## src/rtl/cpu_fetch_pkg.sv

```systemverilog
// Shared definitions for the instruction fetch sequencer: FSM encoding,
// default reset PC and a word-alignment helper.
package cpu_fetch_pkg;

  typedef enum logic [1:0] {
    ST_IDLE  = 2'd0,
    ST_FETCH = 2'd1,
    ST_DRAIN = 2'd2
  } fetch_state_e;

  localparam logic [31:0] RESET_PC_DEFAULT = 32'h0000_1000;

  function automatic logic [31:0] word_align(input logic [31:0] addr);
    return {addr[31:2], 2'b00};
  endfunction

endpackage

```

## src/rtl/cpu_fetch_seq.sv

```systemverilog
// Instruction fetch sequencer: issues one bus cycle at a time, writes returned
// words to the instruction FIFO and redirects/flushes on branches.
module cpu_fetch_seq
  import cpu_fetch_pkg::*;
#(
  parameter logic [31:0] RESET_PC = RESET_PC_DEFAULT
) (
  input  logic         clk_i,
  input  logic         rst_i,
  input  logic         fetch_en_i,
  input  logic         branch_i,
  input  logic [31:0]  branch_target_i,
  output logic         imem_cyc_o,
  output logic         imem_stb_o,
  output logic [31:0]  imem_adr_o,
  input  logic         imem_ack_i,
  input  logic [31:0]  imem_dat_i,
  output logic         fifo_wr_en_o,
  output logic [31:0]  fifo_data_o,
  input  logic         fifo_full_i,
  output logic         fifo_flush_o,
  output logic [31:0]  fetch_pc_o,
  output fetch_state_e state_o
);

  // Bus handshake: a cycle is open while cyc/stb are high and closes on the
  // cycle imem_ack_i is sampled high; address and strobes never change while open.
  fetch_state_e state_q, state_d;
  logic [31:0]  pc_q, pc_d;
  logic [31:0]  adr_q, adr_d;
  logic [31:0]  data_q, data_d;
  logic         wr_q, wr_d;
  logic         flush_q, flush_d;
  logic         bus_active;

  always_ff @(posedge clk_i or posedge rst_i) begin
    if (rst_i) begin
      state_q <= ST_IDLE;
      pc_q    <= RESET_PC;
      adr_q   <= '0;
      data_q  <= '0;
      wr_q    <= 1'b0;
      flush_q <= 1'b0;
    end else begin
      state_q <= state_d;
      pc_q    <= pc_d;
      adr_q   <= adr_d;
      data_q  <= data_d;
      wr_q    <= wr_d;
      flush_q <= flush_d;
    end
  end

  always_comb begin
    state_d = state_q;
    pc_d    = pc_q;
    adr_d   = adr_q;
    data_d  = data_q;
    wr_d    = 1'b0;
    flush_d = 1'b0;
    case (state_q)
      ST_IDLE: begin
        if (branch_i) begin
          pc_d    = word_align(branch_target_i);
          flush_d = 1'b1;
        // FIFO occupancy lags a write/flush by one cycle, so wait it out.
        end else if (fetch_en_i && !fifo_full_i && !wr_q && !flush_q) begin
          state_d = ST_FETCH;
          adr_d   = word_align(pc_q);
        end
      end
      ST_FETCH: begin
        if (imem_ack_i) begin
          state_d = ST_IDLE;
          if (branch_i) begin
            pc_d    = word_align(branch_target_i);
            flush_d = 1'b1;
          end else begin
            data_d = imem_dat_i;
            wr_d   = 1'b1;
            pc_d   = adr_q + 32'd4;
          end
        end else if (branch_i) begin
          state_d = ST_DRAIN;
          pc_d    = word_align(branch_target_i);
          flush_d = 1'b1;
        end
      end
      ST_DRAIN: begin
        // Stale word still in flight: finish the bus cycle, drop the data.
        if (branch_i) begin
          pc_d    = word_align(branch_target_i);
          flush_d = 1'b1;
        end
        if (imem_ack_i) begin
          state_d = ST_IDLE;
        end
      end
      default: state_d = ST_IDLE;
    endcase
  end

  assign bus_active   = (state_q != ST_IDLE);
  assign imem_cyc_o   = bus_active;
  assign imem_stb_o   = bus_active;
  assign imem_adr_o   = bus_active ? adr_q : '0;
  assign fifo_wr_en_o = wr_q;
  assign fifo_data_o  = data_q;
  assign fifo_flush_o = flush_q;
  assign fetch_pc_o   = pc_q;
  assign state_o      = state_q;

endmodule

```

## config.mk

```make
export PLATFORM = sky130hd
export DESIGN_NAME = cpu_fetch_seq
export DESIGN_NICKNAME = d
export VERILOG_FILES = /design/src/rtl/cpu_fetch_pkg.sv /design/src/rtl/cpu_fetch_seq.sv
export SDC_FILE = /design/constraint.sdc
export NUM_CORES = 1
export LEC_CHECK = 0
export BUFFER_PORTS_ARGS = -buffer_cell sky130_fd_sc_hd__clkbuf_2
export CAP_MARGIN = 5
export CORE_ASPECT_RATIO = 0.7
export CORE_MARGIN = 4
export CORE_UTILIZATION = 50
export CTS_CLUSTER_DIAMETER = 200
export DETAILED_ROUTE_END_ITERATION = 7
export PLACE_DENSITY = 0.81
export SYNTH_ARGS = -nofsm -noshare
export SYNTH_HDL_FRONTEND = slang
export SYNTH_SLANG_ARGS = --single-unit
```

## constraint.sdc

```tcl
create_clock -name clk_i -period 3.5 [get_ports clk_i]
set_clock_uncertainty 0.2 [all_clocks]
set_input_delay 0.35 -clock clk_i [delete_from_list [all_inputs] [get_ports clk_i]]
set_output_delay 0.35 -clock clk_i [all_outputs]
set_load 0.03 [all_outputs]
```

Yosys cells after proc, flatten, opt, wreduce, memory -nomap -nowiden. Index checks and enable logic that the tools add are counted. W data, S select, Z words.

Register bits after elaboration: 98. Input bits: 70. Logic and storage cells: 44.

Add/sub/neg operators: 1. Equal/unequal tests: 6. Muxes and demuxes: 16. Bitwise logic cells: 1. Reductions and logical operators: 14.

Operators with widths (count): $mux W32 (4); $pmux W32 S2 (1); $add A32 B3 Y32 const B (1); $mux W2 (5); $ne A2 B2 Y1 const B (3); $pmux W2 S3 (1); $reduce_and A3 Y1 (2); $mux W1 (5); $reduce_and A4 Y1 (1); $reduce_bool A2 Y1 (2); $logic_and A1 B1 Y1 (3); $logic_not A1 Y1 (3); $ne A3 B3 Y1 const B (1); $reduce_or A3 Y1 (1); $eq A2 B1 Y1 const B (1); $eq A2 B2 Y1 const B (1); $logic_not A2 Y1 (1); $reduce_or A2 Y1 (1); $not A1 Y1 (1).

Logic depth before layout (Yosys ltp). Gate-level depths: netlist of run 1.

Word-level depth: 7. Depth in mapped cells: 8. Depth with buffers taken out: 6.

Worst setup path after synthesis of run 1. OpenSTA, ideal clock, no wires.

Path kind: reg2out. Start: register state_q[0] (netlist: state_o[0]). End: output imem_stb_o. Data arrival time: 1503 ps. Data required time: 2950 ps. Setup slack: 1447 ps. Stages on the path, launching flop included: 5. Cell sequence: dfrtp_1 > nor2_1 > clkbuf_1 > inv_1 > buf_4.

Word-level cells in the longest chain between the ends: 1.

Ends and longest elaborated chain: start, declared (line cpu_fetch_seq.sv:28) `fetch_state_e state_q, state_d;`; start signal, assigned (line cpu_fetch_seq.sv:45) `state_q <= state_d;`; $reduce_bool A2 Y1 (line cpu_fetch_seq.sv:103) `assign bus_active = (state_q != ST_IDLE);`; end, declared (line cpu_fetch_seq.sv:14) `output logic imem_stb_o,`.

No other way between the ends.

Final worst setup path of run 1.
Start: input imem_ack_i. End: register pc_q[2] (netlist: fetch_pc_o[2]).

Word-level cells in the longest chain between the ends: 2.

Ends and longest elaborated chain: start, declared (line cpu_fetch_seq.sv:16) `input logic imem_ack_i,`; $mux W32 (line cpu_fetch_seq.sv:73) `if (imem_ack_i) begin`; $pmux W32 S2 (line cpu_fetch_seq.sv:61) `case (state_q)`; end signal, assigned (line cpu_fetch_seq.sv:46) `pc_q <= pc_d;`; end, declared (line cpu_fetch_seq.sv:29) `logic [31:0] pc_q, pc_d;`.

No other way between the ends. A chain may end at the register's enable or synchronous reset.

==> results.txt, run 1 <==
Status = finished, final reports clean
Clock Path Buffers = 2
RePlAce Congestion = 0.811
Area after detailed placement = 0.00561 mm2
Core area = 0.00911 mm2
Pre-Repair DR Iteration Count = 4
Slew Limit Fails = 0
Wirelength per Cell = 16.7 um
P&R area growth vs syn = 32.2%
Drt drc = 0
Die area = 0.0110 mm2
Synth Area in Simple Gates = 23.8%
Sw Pwr = 1.31 mW
CTS tree = yes
Initial antenna violation count = 0
FF-to-FF setup slack = 1.20 ns
MaxCap Viol Count = 0
CP arrival = 2.39 ns
Final worst-path cycle share = 69.2%
Total detailed-routing wirelength = 13300 um
Clock sinks = 98
DRT iter0 DRCs = 333
LEAKAGE = 3.16 nW
Height of the die = 89.0 um
Critical path class = in -> reg
Reg2reg start = state_o[0]
Vias in the first global route = 4150
Hold WC Path Type = in -> reg
Post-route insts no fill = 796
Setup crit end = fetch_pc_o[2]
Final HPWL DP = 8870 um
First-pass GRT wire length = 21100 um
Total grt overflow = 0
Clock root cell = clkbuf_16
Post-CTS Setup Bufs = 0
PostCTS Resize Cnt = 0
GR Util All Layers = 25.2%
Clock share of power = 26.1%
Syn avg cell area = 9.78 um2
Final WS setup = 1.08 ns
Syn Inst Count = 479
Nets = 737
Post-Route Setup TNS = 0 ns
Switching portion of total power = 36.6%
Hold-fix buffer count after cts = 30
Crit. End Element = flop
Final Cell Area = 0.00619 mm2
Seq/Total Area, Yosys = 52.4%
Synth unique cells = 41
Minimum clock period after layout = 2.42 ns
PnR Total Power = 3.59 mW
Compound-Gate Fraction of Synth Area = 7.66%
Adder-Cell Fraction of Synth Area = 0.267%
CTS H-tree depth = 3
Initial core utilization = 51.4%
Number of CTS-inserted buffers = 9
Share of cells above drive strength 1 = 34.9%
Die width = 124 um
Worst r2r path cells = 6
Endpoints failing setup = 0
Maximum fanout along the worst path = 26
Rel. slew slack = 43.0%
CP startpoint = imem_ack_i
Mapped Area = 0.00469 mm2
Post-Place Cells = 749
FF+latch count, synth = 98
Vias per inst = 5.16
VDD IR max = 0.000381 V
Cell Pwr Density = 580 mW/mm2
Int Pwr = 2.28 mW
Combinational fraction of design power = 28.4%
Synth Area in XOR/XNOR = 5.05%
Rows = 29
Max Clk Rate = 0.413 GHz
Antenna Violating Nets Remaining = 0
Largest net degree at the start of global routing = 56
Clk slew on worst S/H paths = 0.07 ns
Ys Warns = 0
Worst setup SP type = primary input
Clk_lat worst skew = 0.34 ns
Post-synthesis mux area share = 6.92%
Largest family of logic cells by synthesized area = simple AND/OR/NAND/NOR gates
RSZ-0062 raised after global routing = false
Hold Fails Final Rpt = 0
Least-Margin Pin Slew = 0.856 ns
Reg2reg end = fetch_pc_o[2]
Routed vias = 4107
Ports = 172
CP required = 3.47 ns
IO Port Bufs = 167
Reg power frac = 45.5%
Setup WS pre-CTS = 1.20 ns
[worst min path at each step]
stage | startpoint | end | slack, ns | cells past startpoint
final | imem_dat_i[8] | fifo_data_o[8] | 0.01 | 3
after global routing | imem_dat_i[8] | fifo_data_o[8] | 0.0001 | 3
after CTS | imem_dat_i[4] | fifo_data_o[4] | 0.001 | 3
after detailed placement | rst_i | fifo_data_o[30] | 0.20 | 2
after global placement | rst_i | fifo_data_o[31] | 0.19 | 2
after floorplan | imem_ack_i | state_o[1] | 0.22 | 1
[sequential cells by signal, summed over array words and instances, names as in the netlist]
signal / count
adr_q: 30
fetch_pc_o: 32
fifo_data_o: 32
fifo_flush_o: 1
fifo_wr_en_o: 1
state_o: 2
[per-layer routing]
metal  GRT usage (%)  up-vias  wire, um
met3            7.15       16      1070
met2            42.0      161      6520
met4            6.33        0       177
li1                -     1971         -
met1            32.7     1959      5530
met5               0        -         0
[power by group through the flow]
stage | sequential, mW | clock [mW] | combinational, mW
6_report | 1.63 | 0.936 | 1.02
5_1_grt | 1.67 | 1.01 | 1.11
4_1_cts | 1.63 | 0.959 | 1.02
3_3_place_gp | 1.62 | 0 | 0.967
2_1_floorplan | 1.85 | 0 | 0.448
3_5_place_dp | 1.64 | 0 | 0.993
[logic make-up (layout without fill, tap and decap cells)]
| group | count (synthesis) | count (layout) |
|---|---|---|
| flip-flops | 98 | 98 |
| multiplexers | 29 | 29 |
| adder cells (fa/ha/maj) | 1 | 1 |
| AO/OA/AOI/OAI | 57 | 57 |
| other | 1 | 3 |
| XOR/XNOR | 27 | 27 |
| AND/OR/NAND/NOR | 225 | 225 |
| buffers and inverters | 41 | 232 |
[cell type report]
type / instances / area [um2]
repair buffers: 205 / 1200
multi-input cells: 341 / 2060
flip-flops and latches: 98 / 2450
well taps: 124 / 155
clock buffers: 12 / 256
fillers: 714 / 2910
diodes: 1 / 2.50
clock inverters: 4 / 26.3
inverters: 11 / 43.8
[through the flow]
stage                     utilization (%)  hold WS, ns
after floorplan                         -        0.216
after global placement               61.6        0.190
after detailed placement             61.6        0.204
after CTS                            68.0      0.00121
after global routing                 68.0     0.000128
final                                68.0       0.0116
[worst max-delay path: stages]
cell	delay (ns)
dlygate4sd3_1	0.54
clkbuf_2	0.13
nor2b_1	0.18
nand2_2	0.08
inv_1	0.49
buf_4	0.46
a221oi_1	0.15
[Yosys cell counts, drive strengths merged]
library cell / count / area (um2)
clkbuf: 15 / 56.3
nand4: 11 / 81.3
ha: 1 / 12.5
mux2: 27 / 304
nor4: 4 / 58.8
and3: 13 / 81.3
mux2i: 2 / 20.0
nor2: 9 / 33.8
nor2b: 32 / 200
xnor2: 8 / 70.1
a21oi: 14 / 73.8
nand3: 15 / 92.6
inv: 11 / 41.3
nor3b: 1 / 7.51
o21ai: 22 / 114
buf: 15 / 82.6
a22oi: 16 / 120
a221oi: 2 / 23.8
or3: 1 / 6.26
o41ai: 1 / 8.76
and4: 3 / 26.3
xor2: 19 / 166
dfrtp: 97 / 2430
nand2: 128 / 480
dfstp: 1 / 26.3
nor3: 2 / 10.0
conb: 1 / 3.75
o22ai: 2 / 18.8
and2: 6 / 37.5
[cell usage in the layout (no fill, tap or decap), types with 9 or more instances in the layout]
cell           count
mux2_2            27
inv_1              9
nand2_1          127
nor2b_1           32
a22oi_1           16
dlygate4sd3_1     30
dfrtp_1           97
o21ai_0           13
and3_1            13
clkbuf_16          9
a21oi_1           13
nand4_1            9
xor2_1            19
nand3_1           13
clkbuf_2         167
No activity file was read; power rests on OpenSTA's default activity.
==> run 2, diff against run 1 <==
==> constraint.sdc (replaced) <==
create_clock -name clk_i -period 2.5 [get_ports clk_i]
set_clock_uncertainty 0.2 [all_clocks]
set_input_delay 0.25 -clock clk_i [delete_from_list [all_inputs] [get_ports clk_i]]
set_output_delay 0.25 -clock clk_i [all_outputs]
set_load 0.03 [all_outputs]
==> run 2 against run 1 <==
  * Hold slack better by 0.0011 ns
  * Register-to-register slack worse by 0.77 ns
  * Sequential share of layout area is 2.0 points lower
  * Critical path depth is 1 lower
  * Setup slack worse by 0.64 ns
==> results.txt, run 2 (synthesis gave the netlist of run 1 again) <==
MaxCap Viol Count = 0 (unchanged)
Minimum clock period after layout = 2.07 ns
Ports = 172 (unchanged)
CP peak stage delay = 0.41 ns (-0.13 ns)
Critical path class = reg -> reg
Hold Fails Final Rpt = 0 (unchanged)
Pre-Repair DR Iteration Count = 4 (unchanged)
Post-route insts no fill = 822 (+3.3%)
Setup WS pre-CTS = 0.489 ns (-0.707 ns)
Endpoints failing setup = 0 (unchanged)
Wirelength per Cell = 16.7 um (-0.28%)
Initial core utilization = 51.4% (unchanged)
Most frequent cells in the layout = 167 x clkbuf_2, 127 x nand2_1, 97 x dfrtp_1
Status = finished, final reports clean
Clock sinks = 98 (unchanged)
First-pass GRT wire length = 21700 um (+2.8%)
FF-to-FF setup slack = 0.43 ns (-0.77 ns)
Clk slew on worst S/H paths = 0.07 ns (about the same)
Final worst-path cycle share = 82.6%
IO Port Bufs = 167 (unchanged)
Crit. End Element = flop
Delay-heaviest family, CP = simple AND/OR/NAND/NOR gates
Max Clk Rate = 0.484 GHz
Post-Route Setup TNS = 0 ns (unchanged)
GR Util All Layers = 25.6% (+0.44 points)
Crit-path slowest cell = dfrtp_1
Rows = 29 (unchanged)
# diodes = 0 (-1)
Die area = 0.0110 mm2 (unchanged)
Routed vias = 4345 (+5.8%)
PostCTS Resize Cnt = 0 (unchanged)
Critical path depth in cells = 6 (-1)
Rel. slew slack = 51.7% (+8.8 points)
RSZ-0062 raised after global routing = false
Post-Place Cells = 753 (+0.53%)
Largest net degree at the start of global routing = 59 (+5.4%)
Clock Path Buffers = 2 (unchanged)
Vias in the first global route = 4398 (+6.0%)
Share of cells above drive strength 1 = 34.1% (-0.78 points)
Worst r2r path cells = 6 (unchanged)
Final WS setup = 0.434 ns (-0.645 ns)
Commonest non-fill, non-tap cell in the layout = clkbuf_2
DRT iter0 DRCs = 218 (-35%)
Height of the die = 89.0 um (unchanged)
CP required = 2.55 ns (-0.92 ns)
Slew Limit Fails = 0 (unchanged)
Clock root cell = clkbuf_16
Crit-path cells = ha_1 -> and4_1 -> and3_1 -> nand2_1 -> xor2_1 -> a221oi_2
Least-Margin Pin Slew = 0.724 ns (-0.132 ns)
RePlAce Congestion = 0.865 (+6.6%)
P&R area growth vs syn = 39.3%
Hold WC Path Type = in -> reg
Reg2reg start = adr_q[2]
Hold Crit Depth = 3 (unchanged)
Reg2reg end = fetch_pc_o[26]
CTS H-tree depth = 3 (unchanged)
Nets = 764 (+3.7%)
Total grt overflow = 0 (unchanged)
Vias per inst = 5.29 (+2.4%)
Number of CTS-inserted buffers = 9 (unchanged)
Clk_lat worst skew = 0.35 ns (about the same)
Cell Pwr Density = 816 mW/mm2 (+41%)
Antenna Violating Nets Remaining = 0 (unchanged)
VDD IR max = 0.000691 V (+81%)
Buf+Inv Stages, Crit Path = 0 (-4)
Core area = 0.00911 mm2 (unchanged)
Hold path startpoint = branch_target_i[4]
CP arrival = 2.12 ns (-0.27 ns)
LEAKAGE = 3.31 nW (+4.6%)
Die width = 124 um (unchanged)
Worst setup SP type = flop
Initial antenna violation count = 0 (unchanged)
Min-Delay Endpoint = fetch_pc_o[4]
Maximum fanout along the worst path = 8 (-69%)
CTS tree = yes
Final HPWL DP = 9080 um (+2.3%)
Total detailed-routing wirelength = 13700 um (+3.0%)
Drt drc = 0 (unchanged)
## run 2: metrics by stage
stage | power [mW] | utilization (%) | instance area (um2) | hold WS, ns
5_1_grt | 5.59 | 71.7 | 6530 | 0.0234
2_1_floorplan | 3.22 | - | 4690 | 0.116
3_5_place_dp | 3.69 | 62.1 | 5650 | 0.225
3_3_place_gp | 3.63 | 62.1 | 5650 | 0.216
4_1_cts | 5.35 | 71.7 | 6530 | 0.000641
6_report | 5.33 | 71.7 | 6530 | 0.0127
## run 2: worst max path at each step
stage,endpoint,start,slack (ns)
4_1_cts,fetch_pc_o[26],adr_q[2],0.45
5_1_grt,fetch_pc_o[26],adr_q[2],0.29
3_3_place_gp,fetch_pc_o[26],adr_q[2],0.52
3_5_place_dp,fetch_pc_o[20],state_o[0],0.49
6_report,fetch_pc_o[26],adr_q[2],0.43
2_1_floorplan,imem_stb_o,state_o[0],0.55
## run 2: area by class of cell
cell class | instances | area (um2)
Multi-Input combinational cell | 341 | 2060
Tap cell | 124 | 155
Timing Repair Buffer | 232 | 1470
Clock inverter | 5 | 103
Sequential cell | 98 | 2450
Clock buffer | 11 | 243
Inverter | 11 | 45.0
Fill cell | 670 | 2580
## run 2: power breakdown
part	leakage [nW]	total (mW)	switching, mW	internal (mW)
logic	1.91	1.46	0.888	0.569
clock network	0.166	1.58	0.576	1.00
registers	1.23	2.29	0.375	1.92
## run 2: timing repair
item	4_1_cts	5_1_grt
setup endpoints to repair	0	0
setup buffers	0	0
hold buffers	53	0
hold endpoints to repair	150	0
## run 2: worst reg2reg max path, cell delays in order, from the launching register on
cell and delay, ns:
dfrtp_1 0.41, ha_1 0.22, and4_1 0.25, and3_1 0.39, nand2_1 0.12, xor2_1 0.17
a221oi_2 0.22
## run 2: layer usage
metal	wire, um	track usage, %	vias to the layer above
met3	1090	7.02	38
met2	6630	42.0	186
met1	5600	31.9	2104
li1	-	-	2017
met5	0	0	-
met4	379	11.9	0
==> run 3, diff against run 2 <==
==> constraint.sdc (replaced) <==
create_clock -name clk_i -period 2 [get_ports clk_i]
set_clock_uncertainty 0.2 [all_clocks]
set_input_delay 0.2 -clock clk_i [delete_from_list [all_inputs] [get_ports clk_i]]
set_output_delay 0.2 -clock clk_i [all_outputs]
set_load 0.03 [all_outputs]
==> run 3 against run 2 <==
  * Register-to-register slack got worse by 0.34 ns
  * Non-clock buffer count increased by 20
  * Global-route usage increased by 1.7 points
  * Cell count increased by 2.4%
  * Largest cell class unchanged
  * Highest routed layer unchanged
==> results.txt, run 3 (synthesis gave the netlist of run 1 again) <==
# fillers = 648 (-3.3%)
Max Clk Rate = 0.525 GHz
Routing usage on met3 = 6.20% (-0.82 points)
Final WS setup = 0.0955 ns (-0.339 ns)
Most frequent cells in the layout = 167 x clkbuf_2, 127 x nand2_1, 96 x dfrtp_1
Height of the die = 89.0 um (unchanged)
Rel. slew slack = 57.1% (+5.4 points)
Clock sinks = 98 (unchanged)
Die width = 124 um (unchanged)
Clock root cell = clkbuf_16
Rows = 29 (unchanged)
Die area = 0.0110 mm2 (unchanged)
FF-to-FF setup slack = 0.1 ns (-0.34 ns)
Crit-path cells = nor2_4 -> buf_4 -> nor2b_1 -> clkbuf_2
Hold Fails Final Rpt = 0 (unchanged)
Setup WS pre-CTS = 0.0420 ns (-0.447 ns)
Commonest non-fill, non-tap cell in the layout = clkbuf_2
Reg2reg end = fetch_pc_o[31]
Critical path class = reg -> out
Worst r2r path cells = 5 (-1)
GR peak layer = met2
CTS H-tree depth = 3 (unchanged)
Share of cells above drive strength 1 = 35.7% (+1.6 points)
Initial core utilization = 51.4% (unchanged)
GRT met1 Usage = 36.8% (+4.9 points)
Post-Place Cells = 768 (+2.0%)
First-pass GRT wire length = 23200 um (+6.7%)
Worst setup SP type = flop
Slew Limit Fails = 0 (unchanged)
Wirelength per Cell = 17.2 um (+3.5%)
Hold Crit Depth = 3 (unchanged)
CTS tree = yes
Vias in the first global route = 4519 (+2.8%)
IO Port Bufs = 167 (unchanged)
Clk_lat worst skew = 0.34 ns (about the same)
CP arrival = 1.50 ns (-0.62 ns)
Minimum clock period after layout = 1.90 ns
Drt drc = 0 (unchanged)
RSZ-0062 raised after global routing = true
Cell Pwr Density = 986 mW/mm2 (+21%)
LEAKAGE = 3.39 nW (+2.7%)
MaxCap Viol Count = 0 (unchanged)
Final hold slack = 0.00942 ns (-0.00330 ns)
Status = finished, final reports clean
CP required = 1.60 ns (-0.95 ns)
Min-Delay Endpoint = fetch_pc_o[4]
Nets = 784 (+2.6%)
Initial antenna violation count = 0 (unchanged)
# diodes = 0 (unchanged)
Clk slew on worst S/H paths = 0.06 ns (about the same)
Pre-Repair DR Iteration Count = 5 (+1)
Maximum fanout along the worst path = 10 (+2)
P&R area growth vs syn = 42.5%
Hold WC Path Type = in -> reg
Post-Route Setup TNS = 0 ns (unchanged)
Hold path startpoint = branch_target_i[4]
Vias per inst = 5.22 (-1.2%)
Core area = 0.00911 mm2 (unchanged)
Clock Path Buffers = 2 (unchanged)
Total grt overflow = 0 (unchanged)
VDD IR max = 0.000603 V (-13%)
Antenna Violating Nets Remaining = 0 (unchanged)
Reg2reg start = adr_q[4]
GR Util All Layers = 27.3% (+1.7 points)
DRT iter0 DRCs = 332 (+52%)
CP peak stage delay = 0.48 ns (+0.07 ns)
Crit. End Element = output pin
Utilization after layout = 73.3% (+1.6 points)
Number of CTS-inserted buffers = 9 (unchanged)
Routed vias = 4398 (+1.2%)
Final HPWL DP = 9440 um (+4.0%)
Final worst-path cycle share = 95.2%
Endpoints failing setup = 0 (unchanged)
Largest net degree at the start of global routing = 56 (-5.1%)
Global routing usage on met2 = 45.7% (+3.7 points)
Crit-path slowest cell = dfrtp_1
Ports = 172 (unchanged)
Least-Margin Pin Slew = 0.644 ns (-0.0805 ns)
Total detailed-routing wirelength = 14500 um (+6.0%)
RePlAce Congestion = 0.860 (-0.50%)
Post-route insts no fill = 842 (+2.4%)
[run 3: changes by cell type in the layout (fill, tap and decap cells not counted), moves of 2 or more]
cell | before | now
buf_4 | 11 | 25
dlygate4sd3_1 | 53 | 56
buf_12 | 1 | 3
bufinv_16 | 3 | 1
clkinv_4 | 0 | 2
[run 3: worst max-delay path, delay by kind of cell (launching register included)]
| family | cells | cell delay, ns |
|---|---|---|
| buffers and inverters | 2 | 0.43 |
| and+or+nand+nor | 2 | 0.26 |
| DFF | 1 | 0.48 |
[run 3: area by class of cell]
class / instances / area [um2] / area share [%]
clock buffer: 12 / 246 / 3.69
clock inverter: 4 / 52.6 / 0.787
inverter: 11 / 45.0 / 0.675
multi-input combinational: 341 / 2070 / 31.0
sequential: 98 / 2450 / 36.8
tap: 124 / 155 / 2.32
timing repair buffer: 252 / 1660 / 24.8
[run 3: where the power goes]
group / total [mW] / leakage, nW / internal, mW / switching, mW
Combinational: 2.05 / 2.02 / 0.815 / 1.24
Sequential: 2.79 / 1.22 / 2.40 / 0.391
Clock: 1.74 / 0.147 / 1.01 / 0.732
[run 3: worst max-delay path by stage]
stage               startpoint        endpoint  slack, ns  cells past startpoint
floorplan           state_o[0]      imem_stb_o        0.1                      4
global placement      adr_q[3]  fetch_pc_o[26]       0.09                      6
detailed placement    adr_q[3]  fetch_pc_o[26]       0.04                      6
CTS                   adr_q[3]  fetch_pc_o[26]      0.007                      6
global route         adr_q[10]  fetch_pc_o[17]     -0.004                      5
finish              state_o[1]  imem_adr_o[14]        0.1                      4
[run 3: stage by stage]
stage / instance area, um2 / power, mW
detailed placement: 5790 / 4.74
CTS: 6660 / 6.59
global placement: 5790 / 4.66
global route: 6680 / 6.93
finish: 6680 / 6.58
floorplan: 4690 / 4.02
[run 3: layer usage]
| metal | share of wire [%] | wire [um] |
|---|---|---|
| met1 | 42 | 6090 |
| met2 | 50 | 7250 |
| met3 | 6.9 | 1000 |
| met4 | 1.2 | 178 |
| met5 | 0 | 0 |
[run 3: repair_timing]
item / CTS / global route
hold buffers: 56 / 0
endpoints found under the hold margin: 153 / 0
setup endpoints to repair: 28 / 30
resized for setup: 1 / 3
pin swaps: 0 / 2
buffers inserted: 0 / 2
